**config.mk**
```make
export PLATFORM = sky130hd
export DESIGN_NAME = vram_port_arbiter
export DESIGN_NICKNAME = d
export VERILOG_FILES = /design/src/rtl/vram_port_arbiter.sv
export SDC_FILE = /design/constraint.sdc
export NUM_CORES = 1
export LEC_CHECK = 0
export ABC_AREA = 0
export CELL_PAD_IN_SITES_DETAIL_PLACEMENT = 1
export CELL_PAD_IN_SITES_GLOBAL_PLACEMENT = 1
export CORE_MARGIN = 2
export CORE_UTILIZATION = 32
export CTS_CLUSTER_SIZE = 14
export DETAILED_ROUTE_END_ITERATION = 12
export PLACE_DENSITY = 0.88
export SYNTH_ARGS = -nofsm -noshare
export SYNTH_HDL_FRONTEND = slang
export SYNTH_SLANG_ARGS = --single-unit
export TNS_END_PERCENT = 20
```
**constraint.sdc**
```tcl
create_clock -name clk -period 6.6 [get_ports clk]
set_input_delay 0.99 -clock clk [delete_from_list [all_inputs] [get_ports clk]]
set_output_delay 0.99 -clock clk [all_outputs]
set_load 0.02 [all_outputs]
```
**src/rtl/vram_port_arbiter.sv**
```systemverilog
// vram_port_arbiter: serialises the pipeline MEM stage and the burst DMA
// engine onto port A of the video RAM, and steers read data back to the
// requester that issued each read.
// Optional address range checking (addr_err port) is built when the macro
// VRAM_ADDR_CHECK_EN is defined.
module vram_port_arbiter #(
  parameter int unsigned ADDR_W     = 17,
  parameter int unsigned DATA_W     = 32,
  parameter int unsigned NUM_WORDS  = 76800,
  parameter int unsigned RD_LAT     = 2,
  parameter int unsigned STARVE_MAX = 15
) (
  input  logic              clk,
  input  logic              reset,
  input  logic              cpu_req,
  input  logic              cpu_we,
  input  logic [ADDR_W-1:0] cpu_addr,
  input  logic [DATA_W-1:0] cpu_wdata,
  output logic              cpu_stall,
  output logic              cpu_rvalid,
  output logic [DATA_W-1:0] cpu_rdata,
  input  logic              dma_req,
  input  logic              dma_we,
  input  logic [ADDR_W-1:0] dma_base,
  input  logic [7:0]        dma_len,
  input  logic [DATA_W-1:0] dma_wdata,
  output logic              dma_beat,
  output logic              dma_rvalid,
  output logic [DATA_W-1:0] dma_rdata,
  output logic              dma_busy,
  output logic              dma_done,
  output logic              ram_we,
  output logic [ADDR_W-1:0] ram_addr,
  output logic [DATA_W-1:0] ram_wdata,
  input  logic [DATA_W-1:0] ram_rdata
`ifdef VRAM_ADDR_CHECK_EN
  ,
  output logic              addr_err
`endif
);

  localparam int unsigned SW = $clog2(STARVE_MAX + 1);
  localparam int unsigned CW = 9;
  localparam logic [SW-1:0] STARVE_LIM = SW'(STARVE_MAX);

`ifdef VRAM_ADDR_CHECK_EN
  localparam bit RANGE_CHECK = 1'b1;
`else
  localparam bit RANGE_CHECK = 1'b0;
`endif

  typedef enum logic [1:0] {
    IDLE      = 2'd0,
    DMA_BURST = 2'd1,
    DMA_DONE  = 2'd2
  } state_t;

  state_t              r_state;
  state_t              w_state_nxt;
  logic [SW-1:0]       r_starve;
  logic [SW-1:0]       w_starve_nxt;
  logic [ADDR_W-1:0]   r_addr;
  logic [ADDR_W-1:0]   w_addr_nxt;
  logic [CW-1:0]       r_cnt;
  logic [CW-1:0]       w_cnt_nxt;
  logic                r_dma_we;
  logic                w_dma_we_nxt;
  logic [ADDR_W-1:0]   r_last_addr;
  logic [DATA_W-1:0]   r_last_wdata;
  logic [RD_LAT-1:0]   r_tag_v;
  logic [RD_LAT-1:0]   r_tag_own;
  logic [RD_LAT-1:0]   r_tag_z;
  logic [DATA_W-1:0]   r_cpu_rdata;
  logic [DATA_W-1:0]   r_dma_rdata;

  logic                w_issue;
  logic                w_iss_we;
  logic                w_iss_own;
  logic [ADDR_W-1:0]   w_iss_addr;
  logic [DATA_W-1:0]   w_iss_wdata;
  logic                w_stall;
  logic                w_oob;
  logic                w_ram_we_int;
  logic                w_ret_cpu;
  logic                w_ret_dma;
  logic [DATA_W-1:0]   w_ret_data;

  // Arbitration FSM next state and the access presented on port A
  always_comb begin
    w_state_nxt  = r_state;
    w_starve_nxt = r_starve;
    w_addr_nxt   = r_addr;
    w_cnt_nxt    = r_cnt;
    w_dma_we_nxt = r_dma_we;
    w_issue      = 1'b0;
    w_iss_we     = 1'b0;
    w_iss_own    = 1'b0;
    w_iss_addr   = r_last_addr;
    w_iss_wdata  = r_last_wdata;
    w_stall      = 1'b0;
    unique case (r_state)
      IDLE: begin
        if (cpu_req && (!dma_req || (r_starve < STARVE_LIM))) begin
          w_issue     = 1'b1;
          w_iss_we    = cpu_we;
          w_iss_addr  = cpu_addr;
          w_iss_wdata = cpu_wdata;
          if (dma_req && (r_starve != STARVE_LIM)) begin
            w_starve_nxt = r_starve + SW'(1);
          end
        end else if (dma_req) begin
          // Latch the burst; the first beat goes out next cycle
          w_addr_nxt   = dma_base;
          w_cnt_nxt    = (dma_len == 8'd0) ? CW'(256) : CW'(dma_len);
          w_dma_we_nxt = dma_we;
          w_starve_nxt = '0;
          w_stall      = cpu_req;
          w_state_nxt  = DMA_BURST;
        end
      end
      DMA_BURST: begin
        w_issue     = 1'b1;
        w_iss_we    = r_dma_we;
        w_iss_own   = 1'b1;
        w_iss_addr  = r_addr;
        w_iss_wdata = dma_wdata;
        w_addr_nxt  = r_addr + ADDR_W'(1);
        w_cnt_nxt   = r_cnt - CW'(1);
        w_stall     = cpu_req;
        if (r_cnt == CW'(1)) begin
          w_state_nxt = DMA_DONE;
        end
      end
      DMA_DONE: begin
        w_stall     = cpu_req;
        w_state_nxt = IDLE;
      end
      default: begin
        w_state_nxt = IDLE;
      end
    endcase
  end

  // Out-of-range detection; constant zero when range checking is not built
  always_comb begin
    w_oob        = RANGE_CHECK && (32'(w_iss_addr) >= NUM_WORDS);
    w_ram_we_int = w_issue & w_iss_we & ~w_oob;
  end

  // State, burst context, last port A value and read-tag pipe
  always_ff @(posedge clk or posedge reset) begin
    if (reset) begin
      r_state      <= IDLE;
      r_starve     <= '0;
      r_addr       <= '0;
      r_cnt        <= '0;
      r_dma_we     <= 1'b0;
      r_last_addr  <= '0;
      r_last_wdata <= '0;
      r_tag_v      <= '0;
      r_tag_own    <= '0;
      r_tag_z      <= '0;
    end else begin
      r_state      <= w_state_nxt;
      r_starve     <= w_starve_nxt;
      r_addr       <= w_addr_nxt;
      r_cnt        <= w_cnt_nxt;
      r_dma_we     <= w_dma_we_nxt;
      r_last_addr  <= w_iss_addr;
      r_last_wdata <= w_iss_wdata;
      r_tag_v[0]   <= w_issue & ~w_iss_we;
      r_tag_own[0] <= w_iss_own;
      r_tag_z[0]   <= w_oob;
      for (int unsigned i = 1; i < RD_LAT; i++) begin
        r_tag_v[i]   <= r_tag_v[i-1];
        r_tag_own[i] <= r_tag_own[i-1];
        r_tag_z[i]   <= r_tag_z[i-1];
      end
    end
  end

  // Read return steering at the output end of the tag pipe
  always_comb begin
    w_ret_cpu  = r_tag_v[RD_LAT-1] & ~r_tag_own[RD_LAT-1];
    w_ret_dma  = r_tag_v[RD_LAT-1] & r_tag_own[RD_LAT-1];
    w_ret_data = r_tag_z[RD_LAT-1] ? '0 : ram_rdata;
  end

  // Hold the last returned read data per requester
  always_ff @(posedge clk or posedge reset) begin
    if (reset) begin
      r_cpu_rdata <= '0;
      r_dma_rdata <= '0;
    end else begin
      if (w_ret_cpu) r_cpu_rdata <= w_ret_data;
      if (w_ret_dma) r_dma_rdata <= w_ret_data;
    end
  end

`ifdef VRAM_ADDR_CHECK_EN
  logic r_addr_err;

  // Sticky out-of-range flag, cleared only by reset
  always_ff @(posedge clk or posedge reset) begin
    if (reset) begin
      r_addr_err <= 1'b0;
    end else if (w_issue && w_oob) begin
      r_addr_err <= 1'b1;
    end
  end

  assign addr_err = r_addr_err;
`endif

  // Grant-path outputs are forced low while reset is asserted
  assign ram_we     = ~reset & w_ram_we_int;
  assign ram_addr   = reset ? '0 : w_iss_addr;
  assign ram_wdata  = reset ? '0 : w_iss_wdata;
  assign cpu_stall  = ~reset & w_stall;
  assign cpu_rvalid = w_ret_cpu;
  assign cpu_rdata  = w_ret_cpu ? w_ret_data : r_cpu_rdata;
  assign dma_rvalid = w_ret_dma;
  assign dma_rdata  = w_ret_dma ? w_ret_data : r_dma_rdata;
  assign dma_beat   = (r_state == DMA_BURST);
  assign dma_busy   = (r_state != IDLE);
  assign dma_done   = (r_state == DMA_DONE);

endmodule

```
==> flow_summary.yaml <==
run_status:
  status: "finished, final reports clean"
global_routing:
  gr-total-overflow: 0
  grt_pass1_vias: 8115
  grt_use_total_pct: 20.95
  grt_pass1_wl_mm: 44.30
  antenna_found_initial: 1
  grt_start_max_net_pins: 114
sta:
  fin_worst_skew_ns: 0.01165
  rsz0062_at_grt: "no"
  tns_ns: 0
  fin_crit_ns: 4.707
  maxSlewViolCount: 0
  finalSetupViolCount: 0
  fmax_ghz: 0.2124
  finalHoldViolations: 0
  setup_ws_ns: 1.893
  fin_crit_sh_pct: 71.32
  worstMarginPinSlew_ns: 1.056
  max_slew_margin_pct: 29.62
die:
  fp-row-count: 58
  start_util_pct: 32.52
  die_y_um: 164.0
  die-area_um2: 26890
  die_w_um: 164.0
  core-area_um2: 25180
  ioPinCount: 264
detailed_routing:
  vias: 7574
  drt_pass1_iterations: 4
  drc: 0
  drtIter0Drc: 437
  wl_per_cell_um: 20.46
  ant_nets: 0
  viasPerCell: 5.449
  routed_wl_mm: 28.43
setup_path:
  crit_type: "in2out"
  max_stage_delay_ns: 0.85
  cp-start-kind: "primary input"
  critical_path_peak_fanout: 53
  path_delay_family: "buffers and inverters"
  arrival_ns: 3.72
  crit_chain: "clkdlybuf4s50_1, nand4_2, and2_2, o21ai_0, o31a_1, clkdlybuf4s50_1"
  required_ns: 5.61
  cp-end-kind: "output port"
  crit_top_cell: "clkdlybuf4s50_1"
  path_buf_inv: 2
  slowest_stage: "and2_2"
logic_synthesis:
  synth.avg_cell_area_um2: 9.926
  ys_ff_latch: 150
  synth_nets: 978
  synth_edf_count: 0
  synthFlopType: "dfrtp_1"
  seq_area_frac_synth_pct: 45.84
  postSynthCellCount: 825
  synthArstFlopShare_pct: 100.0
  synth_top_area_share_pct: 45.84
  synth_area_leaders: "dfrtp_1 46%, mux2_2 8.9%, and2_1 7.6%"
  synth_cell_type_count: 58
  synth_largest_area_cell: "dfrtp_1"
  synth_area_um2: 8189
  yosysWarnings: 0
layout:
  layout-drive-gt1-share_pct: 11.43
  fillCellCount: 2767
  area_growth_pct: 42.72
  nNetsFinal: 1199
  final_cell_mix: "262 x clkdlybuf4s50_1, 150 x dfrtp_1, 98 x and2_1, 69 x nand2_1, 65 x mux2_2"
  final-seq-area_um2: 3754
  fin_area_um2: 11690
  multi_input_area_um2: 4145
  final_common_cell: "clkdlybuf4s50_1"
clocking:
  cts_tree: "done"
  post_cts_resized: 0
  htreeDepth: 4
  path_clk_slew_ns: 0.07
  insertion_delay_ns: 0.42
  cts_setup_buffers: 0
  cts_sinks: 150
  root_buffer: "clkbuf_16"
  clockBufferDepth: 2
  cts_inserted_buffers: 17
  holdBufCountCts: 0
place:
  placed_area_um2: 11060
  dpl_worst_slack_ns: 1.823
  port_buffers: 263
  place.gp.congestion: 0.7755
  hpwl_mm: 19.49
pwr:
  irDropWorstVdd_uv: 283.7
  leakage_uw: 0.004748
  p_per_area_nw_per_um2: 511.3
  total_power_uw: 5976
worst_hold_path:
  hold_path_class: "reg2reg"
flow_run:
  maxCapViolCount: 0
cell type report:
class / count / share of cell area [%]
multi-input cells: 592 / 35.47
flip-flops and latches: 150 / 32.12
repair buffers: 272 / 23.06
clock buffers: 17 / 3.640
well taps: 330 / 3.533
clock inverters: 15 / 1.681
inverters: 13 / 0.4817
diodes: 1 / 0.02141
cell families (layout without fill, tap and decap cells):
family | count (synthesis) | count (layout) | synth area share [%]
mux | 67 | 67 | 9.183
buf+inv | 83 | 317 | 4.049
compound gates | 197 | 197 | 17.71
fa+ha+maj | 9 | 9 | 1.375
simple gates | 319 | 319 | 21.85
flops | 150 | 150 | 45.84
other cells | 0 | 1 | 0
sequential cells by signal, summed over array words and instances (netlist names):
name,cells
r_last_wdata,32
r_addr,17
r_dma_we,1
r_starve,4
r_last_addr,17
r_cpu_rdata,32
r_dma_rdata,32
r_tag_v,2
r_state,2
r_tag_own,2
r_cnt,9
stage by stage:
step,hold slack (ns),instances,utilization [%]
CTS,0.3508,1389,46.40
floorplan,0.3312,825,-
global placement,0.3337,1357,43.93
detailed placement,0.3364,1357,43.93
global route,0.3632,1389,46.40
finish,0.3444,1390,46.41
synth_stat cells (all sizes together), types with 9 or more instances:
cell	count
mux2	65
o31a	45
clkbuf	55
inv	12
nor2	20
o22a	10
nand4	52
or3	46
dfrtp	150
ha	9
nand3	10
o21ai	54
buf	15
and2	99
nand2	69
a21oi	17
per-layer routing:
layer / track usage, % / share of wire [%] / vias up
met4: 6.858 / 2.4 / 0
met2: 36.33 / 50 / 225
met1: 25.94 / 42 / 3808
met5: 0 / 0 / -
met3: 4.444 / 5.1 / 44
li1: - / - / 3497
power by group:
part,switching [µW],total (µW),internal (µW)
Combinational,1780,3330,1540
Clock,490,1010,521
Sequential,254,1640,1390
final timing paths:
kind,start,end,slack (ns),depth (start not counted)
max,dma_req,ram_addr[2],1.89,6
min,r_tag_own[0]$_DFF_PP0_,r_tag_own[1]$_DFF_PP0_,0.34,0
max reg2reg,r_state[0]$_DFFE_PP0P_,r_cnt[0]$_DFFE_PP0P_,3.05,7
min reg2reg,r_tag_own[0]$_DFF_PP0_,r_tag_own[1]$_DFF_PP0_,0.34,0
max in group asynchronous,reset,r_tag_own[0]$_DFF_PP0_,4.33,3
min in group asynchronous,reset,r_last_addr[1]$_DFF_PP0_,1.21,2
(Power assumes the default switching activity.)
